<file path="src/rtl/alu_pkg.sv">
// alu_pkg: shared opcodes, ALU selects, field positions and issue FSM states
package alu_pkg;
  localparam logic [3:0] OP_ADD  = 4'h0;
  localparam logic [3:0] OP_LHI  = 4'h1;
  localparam logic [3:0] OP_ADDI = 4'h2;
  localparam logic ALU_ADD = 1'b0;
  localparam logic ALU_LHI = 1'b1;
  localparam int OPC_LSB = 12;
  localparam int RD_LSB  = 9;
  localparam int RA_LSB  = 6;
  localparam int RB_LSB  = 3;
  typedef enum logic [1:0] {IDLE, OPRD, EXEC, WB} state_t;
  function automatic logic [15:0] sext6(input logic [5:0] v);
    return {{10{v[5]}}, v};
  endfunction
endpackage

</file>
<file path="src/rtl/alu_regfile.sv">
// alu_regfile: 8x16 register file, one write port, three combinational read ports
module alu_regfile #(
  parameter bit          ZERO_R0      = 1'b1,
  parameter logic [15:0] RF_RESET_VAL = 16'h0000
) (
  input  logic        clk,
  input  logic        rst_n,
  input  logic        we,
  input  logic [2:0]  waddr,
  input  logic [15:0] wdata,
  input  logic [2:0]  ra_addr,
  output logic [15:0] ra_data,
  input  logic [2:0]  rb_addr,
  output logic [15:0] rb_data,
  input  logic [2:0]  dbg_addr,
  output logic [15:0] dbg_data
);
  logic [15:0] mem [8];
  always_ff @(posedge clk or negedge rst_n)
    if (!rst_n)
      for (int i = 0; i < 8; i++) mem[i] <= RF_RESET_VAL;
    else if (we && !(ZERO_R0 && waddr == 3'd0))
      mem[waddr] <= wdata;
  // r0 is masked on read so it stays zero whatever the reset value
  assign ra_data  = (ZERO_R0 && ra_addr  == 3'd0) ? '0 : mem[ra_addr];
  assign rb_data  = (ZERO_R0 && rb_addr  == 3'd0) ? '0 : mem[rb_addr];
  assign dbg_data = (ZERO_R0 && dbg_addr == 3'd0) ? '0 : mem[dbg_addr];
endmodule

</file>
<file path="src/rtl/alu_issue_ctrl.sv">
// alu_issue_ctrl: decodes one instruction at a time, drives the external ALU
// and writes its result back to the register file
module alu_issue_ctrl
  import alu_pkg::*;
#(
  parameter bit          ZERO_R0      = 1'b1,
  parameter logic [15:0] RF_RESET_VAL = 16'h0000
) (
  input  logic        clk,
  input  logic        rst_n,
  input  logic [15:0] instr,
  input  logic        instr_valid,
  output logic        instr_ready,
  output logic [15:0] aluA,
  output logic [15:0] aluB,
  output logic        aluOp,
  input  logic [15:0] aluResult,
  output logic        done,
  output logic [2:0]  done_rd,
  output logic        illegal,
  input  logic [2:0]  dbg_addr,
  output logic [15:0] dbg_data
);
  state_t state, state_n;
  logic [15:0] instr_q, res_q, ra_data, rb_data;
  logic [3:0] opc;
  logic [2:0] rd, ra, rb;
  logic legal;
  assign opc   = instr_q[OPC_LSB +: 4];
  assign rd    = instr_q[RD_LSB +: 3];
  assign ra    = instr_q[RA_LSB +: 3];
  assign rb    = instr_q[RB_LSB +: 3];
  assign legal = opc == OP_ADD || opc == OP_LHI || opc == OP_ADDI;
  always_ff @(posedge clk or negedge rst_n)
    if (!rst_n) state <= IDLE;
    else state <= state_n;
  always_comb begin
    state_n     = state;
    instr_ready = state == IDLE;
    done        = state == WB && legal;
    illegal     = state == WB && !legal;
    done_rd     = rd;
    case (state)
      IDLE:    state_n = instr_valid ? OPRD : IDLE;
      OPRD:    state_n = EXEC;
      EXEC:    state_n = WB;
      default: state_n = IDLE;
    endcase
  end
  always_ff @(posedge clk or negedge rst_n)
    if (!rst_n) begin
      instr_q <= '0;
      aluA    <= '0;
      aluB    <= '0;
      aluOp   <= ALU_ADD;
      res_q   <= '0;
    end else begin
      if (state == IDLE && instr_valid) instr_q <= instr;
      if (state == OPRD) begin
        aluA  <= (opc == OP_ADD || opc == OP_ADDI) ? ra_data : '0;
        aluB  <= opc == OP_ADD  ? rb_data :
                 opc == OP_LHI  ? {8'h00, instr_q[7:0]} :
                 opc == OP_ADDI ? sext6(instr_q[5:0]) : '0;
        aluOp <= opc == OP_LHI ? ALU_LHI : ALU_ADD;
      end
      if (state == EXEC) res_q <= aluResult;
    end
  alu_regfile #(.ZERO_R0(ZERO_R0), .RF_RESET_VAL(RF_RESET_VAL)) u_rf (
    .clk      (clk),
    .rst_n    (rst_n),
    .we       (state == WB && legal),
    .waddr    (rd),
    .wdata    (res_q),
    .ra_addr  (ra),
    .ra_data  (ra_data),
    .rb_addr  (rb),
    .rb_data  (rb_data),
    .dbg_addr (dbg_addr),
    .dbg_data (dbg_data)
  );
endmodule

</file>
<file path="config.mk">
export PLATFORM = sky130hd
export DESIGN_NAME = alu_issue_ctrl
export DESIGN_NICKNAME = d
export VERILOG_FILES = /design/src/rtl/alu_pkg.sv /design/src/rtl/alu_regfile.sv /design/src/rtl/alu_issue_ctrl.sv
export SDC_FILE = /design/constraint.sdc
export NUM_CORES = 1
export LEC_CHECK = 0
export ABC_AREA = 1
export CAP_MARGIN = 20
export CORE_ASPECT_RATIO = 0.75
export CORE_MARGIN = 2
export CORE_UTILIZATION = 50
export DETAILED_ROUTE_END_ITERATION = 16
export PLACE_DENSITY_LB_ADDON = 0.12
export SLEW_MARGIN = 25
export SYNTH_ARGS = -nofsm -noshare
export SYNTH_HDL_FRONTEND = slang
export SYNTH_SLANG_ARGS = --single-unit
</file>
<file path="constraint.sdc">
create_clock -name clk -period 1.7 [get_ports clk]
set_input_delay 0.255 -clock clk [delete_from_list [all_inputs] [get_ports clk]]
set_output_delay 0.255 -clock clk [all_outputs]
set_load 0.02 [all_outputs]
</file>
==> impl_metrics.xml <==
<?xml version="1.0" encoding="UTF-8"?>
<metrics>
  <group name="floorplan">
    <metric name="design.portCount" unit="">93</metric>
    <metric name="die_width" unit="µm">172.5</metric>
    <metric name="design.die.area" unit="µm²">22490</metric>
    <metric name="placementRows" unit="">46</metric>
    <metric name="die_span_y" unit="µm">130.4</metric>
    <metric name="initial_utilization" unit="">0.5068</metric>
    <metric name="fp.coreArea" unit="µm²">21010</metric>
  </group>
  <group name="grt">
    <metric name="grt_pass1_wl" unit="µm">55550</metric>
    <metric name="global_route.usage.met3" unit="">0.08614</metric>
    <metric name="groute.usage.overall" unit="">0.3346</metric>
    <metric name="antenna_found_initial" unit="">1</metric>
    <metric name="first_global_vias" unit="">9520</metric>
    <metric name="grtUsageMet1" unit="">0.5015</metric>
    <metric name="grtUsageMet2" unit="">0.4704</metric>
    <metric name="top_usage_layer" unit="">met1</metric>
    <metric name="grt_max_degree" unit="">69</metric>
    <metric name="globalRoute.totalOverflow" unit="">0</metric>
  </group>
  <group name="detailed_routing">
    <metric name="wl_per_cell" unit="µm">19.68</metric>
    <metric name="via_per_inst" unit="">5.601</metric>
    <metric name="routed-via-count" unit="">10765</metric>
    <metric name="detail-route-antenna-nets" unit="">0</metric>
    <metric name="route.detailed.drc" unit="">0</metric>
    <metric name="totalWireLength" unit="µm">37830</metric>
    <metric name="drt_iter0_drc" unit="">1396</metric>
    <metric name="first_pass_iters" unit="">6</metric>
  </group>
  <group name="place">
    <metric name="numPortBuffers" unit="">92</metric>
    <metric name="post-dp-hpwl" unit="µm">25260</metric>
    <metric name="place_ws" unit="ns">-0.6264</metric>
    <metric name="finalWeightedCongestion" unit="">0.9457</metric>
    <metric name="dpl-instance-area" unit="µm²">12970</metric>
  </group>
  <group name="cts">
    <metric name="clk-insertion-delay-late" unit="ns">0.45</metric>
    <metric name="clock_tree_from_tritoncts" unit="">done</metric>
    <metric name="cts_max_path_buffers" unit="">2</metric>
    <metric name="clock_slew_at_reported_path_ffs" unit="ns">0.07</metric>
    <metric name="cts.root.buffer_cell" unit="">sky130_fd_sc_hd__clkbuf_16</metric>
    <metric name="cts_inserted_buffers" unit="">17</metric>
    <metric name="clock_tree.htree_level_count" unit="">4</metric>
    <metric name="cts_num_sinks" unit="">195</metric>
  </group>
  <group name="critical_path">
    <metric name="worstPathArrival" unit="ns">1.66</metric>
    <metric name="critPathSlowestCell" unit="">sky130_fd_sc_hd__dfrtp_1</metric>
    <metric name="criticalPathCategory" unit="">flop to primary output</metric>
    <metric name="critical_path_required" unit="ns">1.44</metric>
    <metric name="end_kind" unit="">primary output</metric>
    <metric name="cp-start-kind" unit="">flop</metric>
    <metric name="critical_path_buf_inv_count" unit="">2</metric>
    <metric name="timing.critical_path.slowest_cell_delay" unit="ns">0.38</metric>
    <metric name="timing.critical_path.fanout_max" unit="">3</metric>
    <metric name="crit_family" unit="">compound AO/OA/AOI/OAI gates</metric>
    <metric name="timing.critical_path.cells" unit="">inv_2, a21oi_2, o21ai_1, nand3_1, nand2_1, a31oi_2, buf_4</metric>
  </group>
  <group name="sta">
    <metric name="slew_headroom" unit="">0.6267</metric>
    <metric name="final_hold_viol_count" unit="">0</metric>
    <metric name="setup_viol" unit="">34</metric>
    <metric name="aggregate_negative_setup_slack" unit="ns">-2.568</metric>
    <metric name="postLayoutSetupSlackWorst" unit="ns">-0.2123</metric>
    <metric name="rsz_0062_raised_after_global_routing" unit="">yes</metric>
    <metric name="timing_max_transition_violations_final" unit="">0</metric>
    <metric name="worst_pin_slew" unit="ns">0.5593</metric>
    <metric name="max_clock_freq" unit="MHz">522.9</metric>
    <metric name="period_utilization_post_route" unit="">1.125</metric>
    <metric name="finalWorstPathRequiredPeriod" unit="ns">1.912</metric>
    <metric name="worst_clock_skew" unit="ns">0.01097</metric>
    <metric name="hold_slack" unit="ns">0.2142</metric>
  </group>
  <group name="logic_synthesis">
    <metric name="yosys_warnings" unit="">0</metric>
    <metric name="main_area_contributors_after_synthesis" unit="">sky130_fd_sc_hd__dfrtp_1 (46%), sky130_fd_sc_hd__nand2_1 (12%), sky130_fd_sc_hd__o21ai_0 (6.6%), sky130_fd_sc_hd__inv_1 (4.9%), sky130_fd_sc_hd__a21oi_1 (4.8%)</metric>
    <metric name="synth-edff-count" unit="">0</metric>
    <metric name="synth-seq-cells" unit="">195</metric>
    <metric name="yosys.cell_types.count" unit="">32</metric>
    <metric name="dominantRegCellSynth" unit="">sky130_fd_sc_hd__dfrtp_1</metric>
    <metric name="syn_area" unit="µm²">10650</metric>
    <metric name="synthesis.instances" unit="">1403</metric>
    <metric name="synthesis.area_per_instance" unit="µm²">7.588</metric>
    <metric name="synth-async-reset-ratio" unit="">1.000</metric>
    <metric name="yosysSeqAreaShare" unit="">0.4583</metric>
    <metric name="yosysTopAreaCellShare" unit="">0.4583</metric>
    <metric name="synth_top_area_cell" unit="">sky130_fd_sc_hd__dfrtp_1</metric>
    <metric name="net_count_after_synthesis" unit="">1445</metric>
  </group>
  <group name="outcome">
    <metric name="outcome" unit="">finished with violations</metric>
    <metric name="violations" unit="">negative setup slack</metric>
  </group>
  <group name="power">
    <metric name="power_frac_comb" unit="">0.534</metric>
    <metric name="switching_share" unit="">0.4444</metric>
    <metric name="power.ir.vdd_worst" unit="µV">1134</metric>
    <metric name="seq_power_share" unit="">0.296</metric>
    <metric name="p_switching" unit="W">0.01071</metric>
    <metric name="power.static_leakage" unit="nW">7.182</metric>
    <metric name="share_clk_of_total_power" unit="">0.169</metric>
    <metric name="powerDensity" unit="nW/µm²">1685</metric>
    <metric name="power.internal" unit="W">0.01339</metric>
  </group>
  <group name="finish">
    <metric name="num-nets-final" unit="">1664</metric>
    <metric name="finish.instance_area" unit="µm²">14310</metric>
    <metric name="fillers" unit="">1806</metric>
    <metric name="syn2layout_area_growth" unit="%">34.42</metric>
    <metric name="final_common_cell" unit="">sky130_fd_sc_hd__nand2_1</metric>
    <metric name="layout-drive-gt1-share" unit="">0.2546</metric>
    <metric name="layout.core_utilization" unit="">0.6812</metric>
    <metric name="antennaDiodeCount" unit="">0</metric>
    <metric name="layout_common_cells" unit="">sky130_fd_sc_hd__nand2_1 (331), sky130_fd_sc_hd__buf_4 (196), sky130_fd_sc_hd__dfrtp_1 (194)</metric>
  </group>
  <group name="worst_hold_path">
    <metric name="hold_class" unit="">primary input to async pin</metric>
  </group>
  <group name="job">
    <metric name="maxCapViolations" unit="">0</metric>
  </group>
</metrics>
[worst register-to-register path, stage by stage, from the launching register on]
cell                        delay, ns
sky130_fd_sc_hd__dfrtp_1         0.41
sky130_fd_sc_hd__nor2_4          0.16
sky130_fd_sc_hd__nand2_2         0.10
sky130_fd_sc_hd__nand2_4         0.10
sky130_fd_sc_hd__inv_6           0.05
sky130_fd_sc_hd__buf_6           0.11
sky130_fd_sc_hd__nor3_4          0.19
sky130_fd_sc_hd__buf_6           0.16
sky130_fd_sc_hd__clkbuf_16       0.20
sky130_fd_sc_hd__nand2_2         0.05
sky130_fd_sc_hd__o21ai_1         0.08
sky130_fd_sc_hd__inv_1           0.05
[cells by family (layout without fill, tap and decap cells)]
kind of cell | Yosys count | after routing | share of synthesized area
buffers and inverters | 253 | 484 | 0.1055
muxes | 4 | 4 | 0.004231
AOI/OAI and AO/OA | 399 | 399 | 0.2115
DFF | 195 | 195 | 0.4583
adders and majority gates | 4 | 4 | 0.004701
and+or+nand+nor | 548 | 548 | 0.2157
[power by group through the flow]
stage                     Sequential [W]  Combinational [W]  Clock (W)
final                            0.00715             0.0129    0.00408
after floorplan                  0.00740            0.00613          0
after CTS                        0.00710             0.0120    0.00412
after detailed placement         0.00716             0.0118          0
after global placement           0.00713             0.0117          0
after global routing             0.00731             0.0140    0.00430
[layout make-up]
type                       count  area (µm²)  area share
inverter                     144       550.5     0.03847
tap                          288       360.3     0.02518
timing repair buffer         309        2915      0.2037
sequential                   195        4881      0.3411
multi-input combinational    955        5030      0.3515
clock buffer                  19       442.9     0.03095
clock inverter                12       131.4    0.009180
[path summary, 6_finish.rpt]
kind	startpoint	end	slack (ns)	cells after the start
min in group clk	aluResult[11]	res_q[11]$_DFFE_PN0N_	0.37	3
max	u_rf.mem[32]$_DFFE_PN0P_	dbg_data[0]	-0.21	7
max reg2reg	instr_q[14]$_DFFE_PN0P_	u_rf.mem[56]$_DFFE_PN0P_	-0.07	11
min reg2reg	u_rf.mem[123]$_DFFE_PN0P_	u_rf.mem[123]$_DFFE_PN0P_	0.37	0
min	rst_n	u_rf.mem[75]$_DFFE_PN0P_	0.21	2
max in group asynchronous	rst_n	instr_q[5]$_DFFE_PN0P_	0.87	3
[synthesized netlist by cell type (4+ instances only)]
master and count:
sky130_fd_sc_hd__buf_6 18, sky130_fd_sc_hd__nand2_1 354, sky130_fd_sc_hd__nor2_1 79, sky130_fd_sc_hd__o21ai_0 140, sky130_fd_sc_hd__inv_1 138, sky130_fd_sc_hd__mux2_2 4
sky130_fd_sc_hd__clkbuf_1 57, sky130_fd_sc_hd__nand3_1 94, sky130_fd_sc_hd__o221ai_1 8, sky130_fd_sc_hd__buf_2 22, sky130_fd_sc_hd__o22ai_1 8, sky130_fd_sc_hd__o21ai_1 63
sky130_fd_sc_hd__a21oi_1 103, sky130_fd_sc_hd__o21ai_2 33, sky130_fd_sc_hd__buf_1 9, sky130_fd_sc_hd__o211ai_1 28, sky130_fd_sc_hd__a31oi_1 15, sky130_fd_sc_hd__ha_1 4
sky130_fd_sc_hd__clkinv_1 4, sky130_fd_sc_hd__dfrtp_1 195, sky130_fd_sc_hd__nand4_1 4, sky130_fd_sc_hd__nand2_4 6
[timing repair]
item / CTS / global route
setup endpoints to repair: 24 / 166
endpoints found under the hold margin: 195 / 0
cloned: 0 / 4
resized for setup: 150 / 151
hold buffers: 1 / 0
pin swaps: 11 / 24
setup buffers: 14 / 15
[metal layers]
metal / wire length (µm) / vias up
met5: 0 / -
met4: 1158 / 0
met3: 4598 / 76
met2: 15760 / 605
met1: 16320 / 5048
li1: - / 5036
[registers in the layout, indices dropped and copies added, names as in the netlist]
name,cells
instr_q,16
res_q,16
aluB,16
u_rf.mem,128
state,2
aluA,16
aluOp,1
[metrics by stage]
step                cells  total power [W]
floorplan            1403          0.01353
detailed placement   1857          0.01900
CTS                  1903          0.02320
global placement     1857          0.01882
finish               1922          0.02411
global route         1922          0.02561
Note: power is estimated with default switching activity, not from simulation.
